--- config.mk ---
export PLATFORM = sky130hd
export DESIGN_NAME = sample_capture_fifo
export DESIGN_NICKNAME = d
export VERILOG_FILES = /design/src/rtl/eurorack_pkg.sv /design/src/rtl/sample_capture_ram.sv /design/src/rtl/sample_capture_fifo.sv
export SDC_FILE = /design/constraint.sdc
export NUM_CORES = 2
export LEC_CHECK = 0
export CORE_MARGIN = 4
export CORE_UTILIZATION = 50
export DETAILED_ROUTE_END_ITERATION = 12
export HOLD_SLACK_MARGIN = 0.08
export PLACE_DENSITY_LB_ADDON = 0.15
export SYNTH_ARGS = -nofsm -noshare
export SYNTH_HDL_FRONTEND = slang
export SYNTH_MEMORY_MAX_BITS = 65536
export SYNTH_SLANG_ARGS = --single-unit
--- constraint.sdc ---
create_clock -name clk_256fs -period 6.6 [get_ports clk_256fs]
set_input_delay 0.66 -clock clk_256fs [delete_from_list [all_inputs] [get_ports clk_256fs]]
set_output_delay 0.66 -clock clk_256fs [all_outputs]
set_load 0.01 [all_outputs]
--- src/rtl/eurorack_pkg.sv ---
// Shared definitions for the eurorack capture path: write-FSM states and
// overflow counter limits.
package eurorack_pkg;

  typedef enum logic {
    IDLE  = 1'b0,
    WRITE = 1'b1
  } wr_state_e;

  localparam logic [15:0] OVERFLOW_MAX = 16'hFFFF;

  // Saturating increment used by the dropped-frame counter.
  function automatic logic [15:0] sat_inc16(input logic [15:0] value);
    logic [15:0] result;
    if (value == OVERFLOW_MAX) begin
      result = value;
    end else begin
      result = value + 16'd1;
    end
    return result;
  endfunction

endpackage

--- src/rtl/sample_capture_ram.sv ---
// Simple dual-port word store: one synchronous write port and one
// asynchronous read port so the FIFO head can fall through.
module sample_capture_ram #(
  parameter int W     = 16,
  parameter int DEPTH = 256,
  parameter int AW    = $clog2(DEPTH)
) (
  input  logic          clk,
  input  logic          we,
  input  logic [AW-1:0] waddr,
  input  logic [W-1:0]  wdata,
  input  logic [AW-1:0] raddr,
  output logic [W-1:0]  rdata
);

  logic [W-1:0] mem_r [DEPTH];

  // Write port; contents are intentionally not reset.
  always_ff @(posedge clk) begin
    if (we) begin
      mem_r[waddr] <= wdata;
    end
  end

  assign rdata = mem_r[raddr];

endmodule

--- src/rtl/sample_capture_fifo.sv ---
// Captures 4-channel calibrated sample frames on each clk_fs rising edge and
// streams them out word by word through a first-word-fall-through FIFO.
module sample_capture_fifo
  import eurorack_pkg::*;
#(
  parameter int W            = 16,
  parameter int DEPTH_FRAMES = 64
) (
  input  logic                                  clk_256fs,
  input  logic                                  rst,
  input  logic                                  clk_fs,
  input  logic signed [W-1:0]                   cal_in0,
  input  logic signed [W-1:0]                   cal_in1,
  input  logic signed [W-1:0]                   cal_in2,
  input  logic signed [W-1:0]                   cal_in3,
  input  logic                                  enable,
  input  logic                                  flush,
  output logic [W-1:0]                          m_data,
  output logic [1:0]                            m_chan,
  output logic                                  m_last,
  output logic                                  m_valid,
  input  logic                                  m_ready,
  output logic [$clog2(4*DEPTH_FRAMES):0]       level,
  output logic [15:0]                           overflow_count
);

  localparam int NWORDS = 4 * DEPTH_FRAMES;
  localparam int AW     = $clog2(NWORDS);
  localparam int LW     = AW + 1;

  logic              clk_fs_d_r;
  logic              strobe_s;
  wr_state_e         state_r;
  logic [1:0]        idx_r;
  logic [W-1:0]      frame_r [4];
  logic [AW-1:0]     wr_ptr_r;
  logic [AW-1:0]     rd_ptr_r;
  logic [LW-1:0]     level_r;
  logic [LW-1:0]     level_next_s;
  logic [LW-1:0]     free_s;
  logic              valid_r;
  logic [15:0]       ovf_cnt_r;
  logic              room_s;
  logic              wr_en_s;
  logic              rd_en_s;
  logic              start_s;
  logic              drop_s;
  logic [W-1:0]      rdata_s;

  assign strobe_s = clk_fs & ~clk_fs_d_r;

  // Control decode: frame start, frame drop and the handshake-driven level update.
  always_comb begin
    free_s       = LW'(NWORDS) - level_r;
    room_s       = (free_s >= LW'(3'd4));
    wr_en_s      = (state_r == WRITE) && !flush;
    rd_en_s      = valid_r && m_ready && !flush;
    start_s      = 1'b0;
    drop_s       = 1'b0;
    level_next_s = level_r;
    if (strobe_s && enable && !flush) begin
      if (state_r == IDLE) begin
        start_s = room_s;
        drop_s  = !room_s;
      end else begin
        drop_s  = 1'b1;
      end
    end else begin
      start_s = 1'b0;
      drop_s  = 1'b0;
    end
    if (flush) begin
      level_next_s = '0;
    end else begin
      case ({wr_en_s, rd_en_s})
        2'b10:   level_next_s = level_r + LW'(1'b1);
        2'b01:   level_next_s = level_r - LW'(1'b1);
        default: level_next_s = level_r;
      endcase
    end
  end

  // Edge-detect register for the sample-rate clock.
  always_ff @(posedge clk_256fs) begin
    if (rst) begin
      clk_fs_d_r <= 1'b0;
    end else begin
      clk_fs_d_r <= clk_fs;
    end
  end

  // Frame holding register, loaded when a capture starts.
  always_ff @(posedge clk_256fs) begin
    if (start_s) begin
      frame_r[0] <= cal_in0;
      frame_r[1] <= cal_in1;
      frame_r[2] <= cal_in2;
      frame_r[3] <= cal_in3;
    end
  end

  // Write FSM, pointers, level and the registered valid flag.
  always_ff @(posedge clk_256fs) begin
    if (rst) begin
      state_r  <= IDLE;
      idx_r    <= 2'd0;
      wr_ptr_r <= '0;
      rd_ptr_r <= '0;
      level_r  <= '0;
      valid_r  <= 1'b0;
    end else if (flush) begin
      state_r  <= IDLE;
      idx_r    <= 2'd0;
      wr_ptr_r <= '0;
      rd_ptr_r <= '0;
      level_r  <= '0;
      valid_r  <= 1'b0;
    end else begin
      level_r <= level_next_s;
      valid_r <= (level_next_s != '0);
      if (rd_en_s) begin
        rd_ptr_r <= rd_ptr_r + AW'(1'b1);
      end
      case (state_r)
        IDLE: begin
          if (start_s) begin
            state_r <= WRITE;
            idx_r   <= 2'd0;
          end
        end
        WRITE: begin
          wr_ptr_r <= wr_ptr_r + AW'(1'b1);
          idx_r    <= idx_r + 2'd1;
          if (idx_r == 2'd3) begin
            state_r <= IDLE;
          end
        end
        default: begin
          state_r <= IDLE;
          idx_r   <= 2'd0;
        end
      endcase
    end
  end

  // Dropped-frame counter; flush deliberately leaves it alone.
  always_ff @(posedge clk_256fs) begin
    if (rst) begin
      ovf_cnt_r <= 16'd0;
    end else if (drop_s) begin
      ovf_cnt_r <= sat_inc16(ovf_cnt_r);
    end
  end

  sample_capture_ram #(
    .W     (W),
    .DEPTH (NWORDS),
    .AW    (AW)
  ) u_ram (
    .clk   (clk_256fs),
    .we    (wr_en_s),
    .waddr (wr_ptr_r),
    .wdata (frame_r[idx_r]),
    .raddr (rd_ptr_r),
    .rdata (rdata_s)
  );

  assign m_data         = rdata_s;
  assign m_chan         = rd_ptr_r[1:0];
  assign m_last         = (rd_ptr_r[1:0] == 2'd3);
  assign m_valid        = valid_r;
  assign level          = level_r;
  assign overflow_count = ovf_cnt_r;

endmodule
# Word level (Yosys, flattened, before mapping)
# Memories as Yosys holds them, arrays and structs flattened. A register that Yosys moved wholly into a read port is not among the register bits.
# Cells that the tools add are included.
# word_totals
register_bits	46
mem_bits_rw	4160
in_bits	70
mem_count	2
# op_classes
add_sub_neg	7
magnitude_cmp	1
eq_ne	6
muxes	18
n_bitwise	4
n_reduce_logical	10
# mem_list
memory	words	word_bits	rd	rd_ports_with_merged_regs	wr	line_no	rtl
u_ram.mem_r	256	16	1	1	1	sample_capture_ram.sv:16	logic [W-1:0] mem_r [DEPTH];
frame_r	4	16	1	1	4	sample_capture_fifo.sv:35	logic [W-1:0] frame_r [4];
# ops
cell	count
$pmux W9 S2	1
$add A16 B1 Y16 const B	1
$add A8 B1 Y8 const B	2
$eq A16 B16 Y1 const B	1
$mux W8	2
$add A9 B1 Y9 const B	1
$ge A9 B3 Y1 const B	1
$mux W1	9
$mux W9	1
$reduce_bool A9 Y1	1
$sub A9 B1 Y9 const B	1
$sub A9 B9 Y9 const A	1
$eq A2 B2 Y1 const B	3
$mux W2	3
$logic_and A1 B1 Y1	5
$pmux W2 S2	1
$not A1 Y1	3
$add A2 B1 Y2 const B	1
$eq A2 B1 Y1 const B	1
$logic_not A1 Y1	2
$ne A2 B2 Y1 const B	1
$pmux W1 S2	1
$reduce_and A2 Y1	1
$reduce_or A2 Y1	1
$and A1 B1 Y1	1

# Longest topological paths before layout
# logic_depth
depth_word	9
mapped_depth	12
ltp_nobuf	9

# Cells and area by module
# From an unflattened synthesis, not the netlist that was laid out.
# unflattened
cells_unflattened	7734
hier_area_um2	163317.9
# by_module_without_submodules
mod	n_inst	cells_per_inst	area_per_inst_um2	seq_area_each_um2
sample_capture_ram	1	7344	158394.4	122998.0
sample_capture_fifo	1	390	4923.5	2882.8

# Least setup slack after synthesis
# OpenSTA, ideal clock, no wires.
# synth_path
path_type	flip-flop to flip-flop
from	reg (tool-made name)
to	mem u_ram.mem_r[0][10] (data pin)
arrival_ps	3225
t_required_ps	6049
setup_slack_ps	2823
stages_incl_launch_ff	4
path_cell_list	dfxtp_1 -> clkbuf_1 -> buf_1 -> mux4_2
# synth_lines
element	line_no
end: declaration	sample_capture_ram.sv:16

==> flow_summary.toml <==
[status]
status = "finished, violations left"
violations = "negative setup slack"

[clocking]
insertion_delay_ns = 1.02
hold_buffers = 0
clockRootBuffer = "clkbuf_16"
cts.sinks = 4216
numCtsBuffers = 426
h-tree-depth = 5
cts_tree = "done"
clkTransAtPathRegs_ns = 0.06
cts_max_path_buffers = 4

[routing]
first_pass_iters = 6
viasPerCell = 6.52
drc_errors = 0
antenna_left = 0
drt_iter0_drc = 12200
drt_wl_total_um = 460000
vias = 80900
wl_per_cell_um = 37.1

[place]
dp_cells = 11600
place_area_um2 = 170000
place_hpwl_um = 293000
post-place-ws_ns = 0.431
gp_congestion = 0.948
port_buffers = 114

[yosys]
ys_seq_elements = 4216
yosysUniqueCellTypes = 74
syn_nets = 7232
syn-cell-area_um2 = 162000
yosys_warnings = 0
synth_area_per_cell_um2 = 22.6
synth_edf_count = 4160
netlist_instances = 7153
async_flop_share_pct = 0
ys_seq_area_share_pct = 77.9
synthFlopType = "edfxtp_1"

[global_routing]
grt_pass1_vias = 78700
antenna_found_initial = 24
grt_max_degree = 216
overflow = 0
grt_pass1_wl_um = 639000
grt_util_all_layers_pct = 27.5

[job]
drv_cap = 0

[floorplan]
die_height_um = 577
row_count = 208
io_pins = 115
dieArea_um2 = 333000
die_x_um = 577
initial_core_util_pct = 50.3
coreArea_um2 = 322000

[pwr]
p_total_mw = 53.3
p_per_area_nw_per_um2 = 290
peakVddDrop_uv = 246
leakage_nw = 55.1

[timing]
worstMarginPinSlew_ns = 1.47
finalSetupViolCount = 3
hold_slack_ns = 0.206
finalClockSkew_ns = 0.0737
fin_crit_sh_pct = 102
relSlewSlack_pct = 2.12
setup_tns_ns = -0.195
timing.final.ws_setup_ns = -0.110
fin_crit_ns = 6.71
slew_violations = 0
finalHoldViolCount = 0
clock.fmax_mhz = 149

[critical_path]
critPathCaptureType = "primary output"
path_max_fanout = 43
crit_required_ns = 5.94
reg2reg_slack_ns = 2.53
worstSetupPathType = "flip-flop to primary output"
worst_setup_path_start_kind = "flip-flop"
arrival_ns = 6.05

[layout]
layout-drive-gt1-share_pct = 27.7
most-common-layout-cells = "edfxtp_1, mux4_2, clkbuf_16"
area_delta_synth_final_pct = 13.5
layoutNonFillerInstCount = 12400
fin_area_um2 = 184000
final_nets = 7815
final_util_pct = 57.1
final_common_cell = "edfxtp_1"

[min_path]
hp-class = "input pin to flip-flop"
registers in the layout, summed over array words and instances (netlist names), named ones only:
signal          count
u_ram.mem_r      4096
rd_ptr_r            8
wr_ptr_r            8
clk_fs_d_r          1
idx_r               2
level               9
overflow_count     16
frame_r            64
m_valid             1
state_r             1
worst paths after layout:
path,from,to,cells after the start
max,flip-flop,m_data[9],10
max reg2reg,state_r,u_ram.mem_r[167][9],4
min reg2reg,rd_ptr_r[7],rd_ptr_r[7],2
min,cal_in2[9],frame_r[2][9],1
kinds of logic after synthesis:
kind of cell,Yosys count,synth area share [%]
xor+xnor,36,0.195
fa+ha+maj,9,0.0696
simple gates,796,2.47
mux,1132,15.2
compound gates,521,2.34
flops,4216,77.9
buf+inv,443,1.86
power breakdown:
group	switching [mW]	internal (mW)
clock	10.2	13.5
combinational	0.288	0.0692
sequential	0.00378	29.2
total	10.5	42.8
layout make-up:
| type | count | area [um^2] |
|---|---|---|
| diodes | 8 | 20.0 |
| flip-flops and latches | 4216 | 126000 |
| clock inverters | 262 | 2540 |
| inverters | 8 | 30.0 |
| repair buffers | 590 | 5320 |
| multi-input cells | 2494 | 33100 |
| clock buffers | 519 | 11100 |
| well taps | 4305 | 5390 |
| fillers | 23600 | 138000 |
synth_stat cells, types with 14 or more instances:
library cell | n | area (um^2)
o22ai_1 | 123 | 769
nor4_2 | 15 | 188
mux2i_1 | 83 | 831
nor2b_1 | 22 | 138
mux4_1 | 16 | 420
xnor2_1 | 20 | 175
edfxtp_1 | 4160 | 125000
a21oi_1 | 62 | 310
nand4_1 | 30 | 188
buf_1 | 18 | 67.6
nor4_1 | 76 | 475
o2111ai_1 | 20 | 175
nand3_1 | 66 | 330
dfxtp_1 | 56 | 1120
buf_12 | 25 | 500
o32ai_1 | 102 | 893
or3_1 | 14 | 87.6
a22oi_1 | 153 | 1150
xor2_1 | 16 | 140
buf_4 | 26 | 195
buf_8 | 14 | 210
clkbuf_1 | 132 | 495
buf_6 | 66 | 743
nand2_1 | 101 | 379
mux4_2 | 1033 | 23300
buf_2 | 148 | 741
nor2_1 | 344 | 1290
nor3_1 | 43 | 215
or2_2 | 17 | 106
worst max-delay path: stages (launching register included):
cell             delay, ns
dfxtp_4               0.68
buf_12                0.28
buf_12                0.27
buf_12                0.35
mux4_2                0.39
o32ai_1               0.16
or4_1                 0.57
nor4_1                0.86
nor4b_4               0.62
buf_4                 0.21
clkdlybuf4s50_1       0.54
layer usage:
metal | vias up | track usage, % | share of wire, %
met4 | 12 | 10.3 | 4.4
li1 | 31800 | - | -
met3 | 764 | 6.70 | 11
met5 | - | 0 | 0.019
met2 | 4590 | 40.3 | 45
met1 | 43700 | 40.6 | 40
what timing repair did:
item | CTS | global route
endpoints found under the setup margin | 12 | 8
gates resized for setup | 18 | 7
buffers inserted | 1 | 0
endpoints found under the hold margin | 0 | 0
cloned | 0 | 0
No activity file was read; power rests on OpenSTA's default activity.
